--- config.mk ---
export PLATFORM = sky130hd
export DESIGN_NAME = conv2d_mc
export DESIGN_NICKNAME = d
export VERILOG_FILES = /design/src/rtl/conv2d_mc_pkg.sv /design/src/rtl/conv2d_mc_mac_sat.sv /design/src/rtl/conv2d_mc.sv
export SDC_FILE = /design/constraint.sdc
export NUM_CORES = 2
export LEC_CHECK = 0
export ABC_AREA = 0
export BUFFER_PORTS_ARGS = -buffer_cell sky130_fd_sc_hd__buf_2
export CAP_MARGIN = 5
export CORE_AREA = 2 2 402 404
export CTS_BUF_LIST = sky130_fd_sc_hd__clkbuf_16
export DETAILED_ROUTE_END_ITERATION = 6
export DIE_AREA = 0 0 404 406
export PLACE_DENSITY = 0.65
export SYNTH_ARGS = -nofsm -noshare
export SYNTH_HDL_FRONTEND = slang
export SYNTH_SLANG_ARGS = --single-unit
export TNS_END_PERCENT = 10
--- constraint.sdc ---
create_clock -name clk -period 11.35 [get_ports clk]
set_input_delay 0.5675 -clock clk [delete_from_list [all_inputs] [get_ports clk]]
set_output_delay 0.5675 -clock clk [all_outputs]
set_load 0.01 [all_outputs]
--- src/rtl/conv2d_mc_pkg.sv ---
// Shared Q-format defaults, FSM state encoding and the saturation helper for the conv engine.
package conv2d_mc_pkg;

  localparam int unsigned Q_DATA_W = 16;
  localparam int unsigned Q_FRAC   = 8;

  typedef enum logic [2:0] {
    StIdle,
    StMac,
    StDrain,
    StStore,
    StDone
  } state_e;

  // Clamp v into the signed w-bit range; optionally force negatives to zero.
  function automatic logic signed [63:0] sat_q(input logic signed [63:0] v,
                                               input int unsigned w,
                                               input logic relu);
    logic signed [63:0] hi;
    logic signed [63:0] lo;
    logic signed [63:0] r;
    hi = (64'sd1 <<< (w - 1)) - 64'sd1;
    lo = -hi - 64'sd1;
    if (v > hi) r = hi;
    else if (v < lo) r = lo;
    else r = v;
    if (relu && (r < 0)) r = '0;
    return r;
  endfunction

endpackage

--- src/rtl/conv2d_mc_mac_sat.sv ---
// Accumulator for one output: load bias, accumulate products, then shift/saturate/ReLU.
module conv2d_mc_mac_sat
  import conv2d_mc_pkg::*;
#(
  parameter int unsigned DATA_W  = Q_DATA_W,
  parameter int unsigned FRAC    = Q_FRAC,
  parameter int unsigned ACC_W   = 2 * Q_DATA_W + 5,
  parameter int unsigned RELU_EN = 0
) (
  input  logic                     clk,
  input  logic                     reset,
  input  logic                     load,
  input  logic                     acc_en,
  input  logic signed [DATA_W-1:0] bias,
  input  logic signed [DATA_W-1:0] pixel,
  input  logic signed [DATA_W-1:0] weight,
  output logic signed [DATA_W-1:0] result
);

  logic signed [2*DATA_W-1:0] prod;
  logic signed [ACC_W-1:0]    prod_ext;
  logic signed [ACC_W-1:0]    bias_ext;
  logic signed [ACC_W-1:0]    acc_q;
  logic signed [ACC_W-1:0]    acc_d;
  logic signed [ACC_W-1:0]    acc_sh;
  logic signed [63:0]         acc_wide;

  assign prod     = pixel * weight;
  assign prod_ext = ACC_W'(prod);

  always_comb begin
    bias_ext = ACC_W'(bias);
    bias_ext = bias_ext <<< FRAC;
  end

  always_comb begin
    acc_d = acc_q;
    if (load) acc_d = bias_ext;
    else if (acc_en) acc_d = acc_q + prod_ext;
  end

  always_ff @(posedge clk or posedge reset) begin
    if (reset) acc_q <= '0;
    else acc_q <= acc_d;
  end

  // Result reflects the next accumulator value so the final tap is included when it is captured.
  assign acc_sh   = acc_d >>> FRAC;
  assign acc_wide = 64'(acc_sh);
  assign result   = DATA_W'(sat_q(acc_wide, DATA_W, RELU_EN != 0));

endmodule

--- src/rtl/conv2d_mc.sv ---
// Multi-channel multi-filter 2D convolution: sequences taps over external RAM, one MAC per cycle.
module conv2d_mc
  import conv2d_mc_pkg::*;
#(
  parameter int unsigned IN_W    = 64,
  parameter int unsigned IN_H    = 64,
  parameter int unsigned IN_C    = 1,
  parameter int unsigned K       = 3,
  parameter int unsigned NUM_F   = 8,
  parameter int unsigned STRIDE  = 1,
  parameter int unsigned DATA_W  = Q_DATA_W,
  parameter int unsigned FRAC    = Q_FRAC,
  parameter int unsigned RELU_EN = 0,
  localparam int unsigned OW     = (IN_W - K) / STRIDE + 1,
  localparam int unsigned OH     = (IN_H - K) / STRIDE + 1,
  localparam int unsigned TAPS   = IN_C * K * K,
  localparam int unsigned ACC_W  = 2 * DATA_W + $clog2(TAPS) + 1,
  localparam int unsigned WA_W   = (NUM_F * TAPS > 1) ? $clog2(NUM_F * TAPS) : 1,
  localparam int unsigned BA_W   = (NUM_F > 1) ? $clog2(NUM_F) : 1,
  localparam int unsigned IA_W   = (IN_C * IN_H * IN_W > 1) ? $clog2(IN_C * IN_H * IN_W) : 1,
  localparam int unsigned OA_W   = (NUM_F * OH * OW > 1) ? $clog2(NUM_F * OH * OW) : 1
) (
  input  logic                     clk,
  input  logic                     reset,
  input  logic                     start,
  output logic                     busy,
  output logic                     done,
  input  logic                     w_we,
  input  logic [WA_W-1:0]          w_addr,
  input  logic signed [DATA_W-1:0] w_data,
  input  logic                     b_we,
  input  logic [BA_W-1:0]          b_addr,
  input  logic signed [DATA_W-1:0] b_data,
  output logic                     in_rd_en,
  output logic [IA_W-1:0]          in_addr,
  input  logic signed [DATA_W-1:0] in_data,
  output logic                     out_valid,
  input  logic                     out_ready,
  output logic signed [DATA_W-1:0] out_data,
  output logic [OA_W-1:0]          out_addr
);

  logic signed [DATA_W-1:0] weights [NUM_F*TAPS];
  logic signed [DATA_W-1:0] biases  [NUM_F];
  logic signed [DATA_W-1:0] w_pipe_q;
  logic signed [DATA_W-1:0] result;

  state_e      state_q;
  int unsigned tap_q, c_q, ky_q, kx_q;
  int unsigned ox_q, oy_q, f_q;

  logic [WA_W-1:0] w_idx;
  logic [BA_W-1:0] b_idx;
  logic            last_pos;
  logic            mac_load;
  logic            mac_acc;

  assign w_idx    = WA_W'(f_q * TAPS + tap_q);
  assign b_idx    = BA_W'(f_q);
  assign last_pos = (f_q == NUM_F - 1) && (oy_q == OH - 1) && (ox_q == OW - 1);
  assign in_addr  = IA_W'(c_q * IN_H * IN_W + (oy_q * STRIDE + ky_q) * IN_W
                          + ox_q * STRIDE + kx_q);

  // Storage is deliberately not reset; writes are locked out during a pass.
  always_ff @(posedge clk) begin
    if (w_we && !busy && (32'(w_addr) < NUM_F * TAPS)) weights[w_addr] <= w_data;
    if (b_we && !busy && (32'(b_addr) < NUM_F)) biases[b_addr] <= b_data;
  end

  // Weight delayed one cycle to line up with the registered RAM read data.
  always_ff @(posedge clk) begin
    w_pipe_q <= weights[w_idx];
  end

  // Bias is loaded on the first tap cycle, so a write coinciding with start is already visible.
  assign mac_load = (state_q == StMac) && (tap_q == 0);
  assign mac_acc  = ((state_q == StMac) && (tap_q != 0)) || (state_q == StDrain);

  conv2d_mc_mac_sat #(
    .DATA_W  (DATA_W),
    .FRAC    (FRAC),
    .ACC_W   (ACC_W),
    .RELU_EN (RELU_EN)
  ) u_mac (
    .clk    (clk),
    .reset  (reset),
    .load   (mac_load),
    .acc_en (mac_acc),
    .bias   (biases[b_idx]),
    .pixel  (in_data),
    .weight (w_pipe_q),
    .result (result)
  );

  always_ff @(posedge clk or posedge reset) begin
    if (reset) begin
      state_q   <= StIdle;
      busy      <= 1'b0;
      done      <= 1'b0;
      in_rd_en  <= 1'b0;
      out_valid <= 1'b0;
      out_data  <= '0;
      out_addr  <= '0;
      tap_q     <= 0;
      c_q       <= 0;
      ky_q      <= 0;
      kx_q      <= 0;
      ox_q      <= 0;
      oy_q      <= 0;
      f_q       <= 0;
    end else begin
      done <= 1'b0;
      unique case (state_q)
        StIdle: begin
          if (start) begin
            state_q  <= StMac;
            busy     <= 1'b1;
            in_rd_en <= 1'b1;
          end
        end
        StMac: begin
          if (tap_q == TAPS - 1) begin
            state_q  <= StDrain;
            in_rd_en <= 1'b0;
            tap_q    <= 0;
            c_q      <= 0;
            ky_q     <= 0;
            kx_q     <= 0;
          end else begin
            tap_q <= tap_q + 1;
            if (kx_q == K - 1) begin
              kx_q <= 0;
              if (ky_q == K - 1) begin
                ky_q <= 0;
                c_q  <= c_q + 1;
              end else begin
                ky_q <= ky_q + 1;
              end
            end else begin
              kx_q <= kx_q + 1;
            end
          end
        end
        StDrain: begin
          state_q   <= StStore;
          out_valid <= 1'b1;
          out_data  <= result;
          out_addr  <= OA_W'(f_q * OH * OW + oy_q * OW + ox_q);
        end
        StStore: begin
          if (out_ready) begin
            out_valid <= 1'b0;
            if (last_pos) begin
              state_q <= StDone;
              busy    <= 1'b0;
              done    <= 1'b1;
              ox_q    <= 0;
              oy_q    <= 0;
              f_q     <= 0;
            end else begin
              state_q  <= StMac;
              in_rd_en <= 1'b1;
              if (ox_q == OW - 1) begin
                ox_q <= 0;
                if (oy_q == OH - 1) begin
                  oy_q <= 0;
                  f_q  <= f_q + 1;
                end else begin
                  oy_q <= oy_q + 1;
                end
              end else begin
                ox_q <= ox_q + 1;
              end
            end
          end
        end
        StDone: state_q <= StIdle;
        default: state_q <= StIdle;
      endcase
    end
  end

endmodule

==> flow_summary_export.csv <==
group,metric,value,unit
outcome,status,"complete, no violations",
synth,async_flop_share,17.1,%
synth,syn-instance-count,5198,
synth,syn_area_per_cell,15.3,um^2
clock_tree,cts_tree,"built",
sta,finalSetupViolCount,0,
critical_path,r2r_start,"f_q[1]$_DFFE_PP0P_",
critical_path,max_stage_delay,1.05,ns
floorplan,ioPinCount,111,
critical_path,ff2ff_path_depth,27,
worst_hold_path,min_from,"b_data[14]",
synth,synth_flop_cell,"edfxtp_1",
grt,globalRouteMet3Util,3.37,%
cells_and_area,nets,6115,
critical_path,cp_common_cell,"fa_1",
route,routedWlPerCell,23.3,um
run,maxCapViolations,0,
synth,synth_cell_type_count,85,
critical_path,required,12.03,ns
critical_path,cp_slowest_cell,"dfrtp_2",
grt,use_met2,35.6,%
synth,yosys-top-cells-area,"edfxtp_1 48%, mux4_2 11%, fa_1 11%",
clock_tree,clk_pin_slew_worst_paths,0.06,ns
grt,use_met1,32.1,%
floorplan,rows,147,
route,vias,43974,
worst_hold_path,hold_depth,1,
grt,grt.busiest_layer,"met2",
synth,syn-num-nets,5904,
grt,grt_first_pass_wirelength,275000,um
route,wl,177000,um
sta,finalSetupTns,0,ns
floorplan,die_y,406,um
clock_tree,cts_max_path_buffers,3,
floorplan,dieArea,164000,um^2
sta,tightest_slew,1.20,ns
sta,rsz0062_at_grt,"no",
floorplan,die_x,404,um
route,post_drt_via_cell_ratio,5.76,
grt,grt_overflow_total,0,
sta,drv_slew,0,
synth,synth_edf_count,1280,
cells_and_area,drive_gt1_share,16.7,%
route,drt-pass1-iter-count,6,
critical_path,critPathLaunch,"f_q[1]$_DFFE_PP0P_",
sta,slew_headroom,18.1,%
route,ant_nets,0,
grt,grt_pass1_vias,45635,
place,gp_congestion,0.863,
sta,finalHoldViolCount,0,
place,portBuffers,110,
critical_path,cp-start-kind,"flip-flop",
sta,clock-skew-final,0.0409,ns
synth,synth_seq_cells,1563,
grt,grtUsageTotal,22.2,%
grt,grt_max_degree,115,
critical_path,path_depth,27,
critical_path,cp.buffers_inverters,3,
route,first_iter_violations,3816,
route,route.detailed.drc,0,
worst_hold_path,hp-class,"input port to flip-flop",
clock_tree,clock_sinks,1563,
place,hpwl,117000,um
floorplan,start_util,49.8,%
cells_and_area,areaGrowthSynthToFinish,11.1,%
sta,finalWorstPathRequiredPeriod,8.97,ns
critical_path,worstSetupEndpointType,"flip-flop",
critical_path,worst-setup-path-type,"flip-flop to flip-flop",
synth,syn-cell-area,79400,um^2
grt,antenna_found_initial,6,
clock_tree,ctsResizeCount,0,
synth,yosys.area.top_type,"edfxtp_1",
clock_tree,root_buffer,"clkbuf_16",
critical_path,cp_max_fo,41,
synth,synth_top_area_share,48.4,%
clock_tree,insertion_delay,0.81,ns
clock_tree,htree_levels,4,
clock_tree,numCtsBuffers,161,
sta,post-route-period-util,79.1,%
critical_path,cp_top_family,"adder cells",
synth,ys_warn_count,0,
floorplan,core_area,160000,um^2
critical_path,cp.arrival,9.66,ns
sta,fmax,111,MHz
synth,yosysSeqAreaShare,57.2,%
registers in the layout, indices dropped and copies added (netlist names), 3 cells and up:
register	count
f_q	32
ox_q	32
oy_q	32
kx_q	32
out_data	16
u_mac.acc_q	37
weights	1152
tap_q	32
state_q	3
out_addr	15
ky_q	32
biases	128
w_pipe_q	16
worst reg2reg max path, cell delays in order, from the launching register on:
cell and delay, ns:
dfrtp_2 1.05, fa_1 0.60, inv_1 0.09, fa_1 0.47, fa_1 0.51, inv_1 0.05
ha_1 0.32, a21oi_1 0.17, xor2_1 0.58, fa_1 0.54, fa_1 0.50, fa_1 0.52
inv_1 0.04, ha_1 0.33, nand3_1 0.11, nand2_1 0.05, a41o_1 0.21, nor2_1 0.11
xnor2_1 0.15, fa_1 0.45, ha_1 0.33, and2_1 0.17, o21ai_0 0.12, a21bo_1 0.24
o41ai_1 0.34, xor2_1 0.23, xnor3_1 0.33, mux2_2 0.27
logic make-up after synthesis:
group / synth area share (%)
flip-flops: 57.2
AND/OR/NAND/NOR: 6.86
buffers and inverters: 3.44
adder cells (fa/ha/maj): 14.1
AO/OA/AOI/OAI: 3.76
multiplexers: 11.8
XOR/XNOR: 2.88
Yosys cell counts, drive strengths merged (6+ instances only):
| library cell | n |
|---|---|
| nand4 | 48 |
| mux2i | 32 |
| a22oi | 7 |
| a211o | 7 |
| inv | 518 |
| a22o | 6 |
| xor2 | 95 |
| nand2 | 330 |
| mux4 | 400 |
| nor2b | 24 |
| nand3 | 86 |
| o21a | 16 |
| nor3 | 41 |
| ha | 225 |
| nor4 | 41 |
| and4 | 10 |
| o41ai | 6 |
| a211oi | 15 |
| nand2b | 26 |
| and3 | 42 |
| o21bai | 15 |
| nor4b | 7 |
| or2 | 7 |
| or4 | 9 |
| fa | 417 |
| o21ai | 128 |
| buf | 47 |
| dfxtp | 16 |
| or3 | 23 |
| xnor2 | 161 |
| a2111oi | 6 |
| clkbuf | 157 |
| a31oi | 26 |
| o31ai | 25 |
| and2 | 146 |
| edfxtp | 1280 |
| a21oi | 118 |
| o211ai | 20 |
| dfrtp | 267 |
| a21o | 32 |
| nor2 | 260 |
cell usage in the layout (no fill, tap or decap), types with 11 or more instances in the layout:
master,n
inv_1,550
o31ai_1,24
ha_1,223
o211ai_2,11
a21o_1,32
xnor2_1,158
o21bai_1,15
clkbuf_16,163
a31oi_1,25
o21ai_1,23
nand3_1,86
o21ai_0,105
mux4_2,400
a21oi_1,118
a211oi_1,15
dfxtp_1,16
and3_1,42
edfxtp_1,1280
nor2_1,259
bufinv_16,13
buf_2,110
buf_4,125
dfrtp_1,264
nor2b_1,23
and2_1,145
nand2_1,330
nor4_1,37
clkinv_2,30
xor2_1,94
nor3_1,36
o21a_1,16
clkinv_1,29
nand4_1,47
dlygate4sd3_1,14
fa_1,416
mux2i_1,32
nand2b_1,25
or3_1,23
cell type report:
type / count / area (um^2)
fill: 12627 / 71400
tap: 2086 / 2610
multi-input combinational: 2913 / 31400
antenna: 2 / 5.00
sequential: 1563 / 45400
clock inverter: 132 / 1120
timing repair buffer: 252 / 1690
clock buffer: 163 / 4080
inverter: 518 / 1950
stage by stage:
stage	hold WS (ns)	instances	util (%)	worst slack, ns	cell area [um^2]
after floorplan	0.437	5198	-	2.80	79400
after global placement	0.453	7318	52.0	2.38	82900
after detailed placement	0.459	7318	52.0	2.32	82900
after CTS	0.00548	7627	55.3	2.30	88300
after global routing	0.0419	7628	55.3	1.79	88300
final	0.0617	7629	55.3	2.38	88300
worst paths after layout:
| check | endpoint | slack, ns |
|---|---|---|
| max reg2reg | out_addr[14]$_DFFE_PP0P_ | 2.38 |
| max in group asynchronous | kx_q[2]$_DFFE_PP0P_ | 8.86 |
| max | out_addr[14]$_DFFE_PP0P_ | 2.38 |
| min in group asynchronous | u_mac.acc_q[7]$_DFFE_PP0P_ | 0.40 |
| min | biases[6][14]$_DFFE_PP_ | 0.06 |
| min reg2reg | out_addr[1]$_DFFE_PP0P_ | 0.47 |
what timing repair did:
action | 4_1_cts | 5_1_grt
setup buffers | 0 | 0
endpoints found under the hold margin | 172 | 0
hold buffers | 14 | 0
metal layers:
metal	up-vias	part of all wire, %
met2	1243	48
met1	23108	44
met5	-	0
met4	0	2.3
li1	19392	-
met3	231	5.8
Power is not shown: default switching activity piles up to over one toggle a cycle in this logic, so the estimate is an artifact.
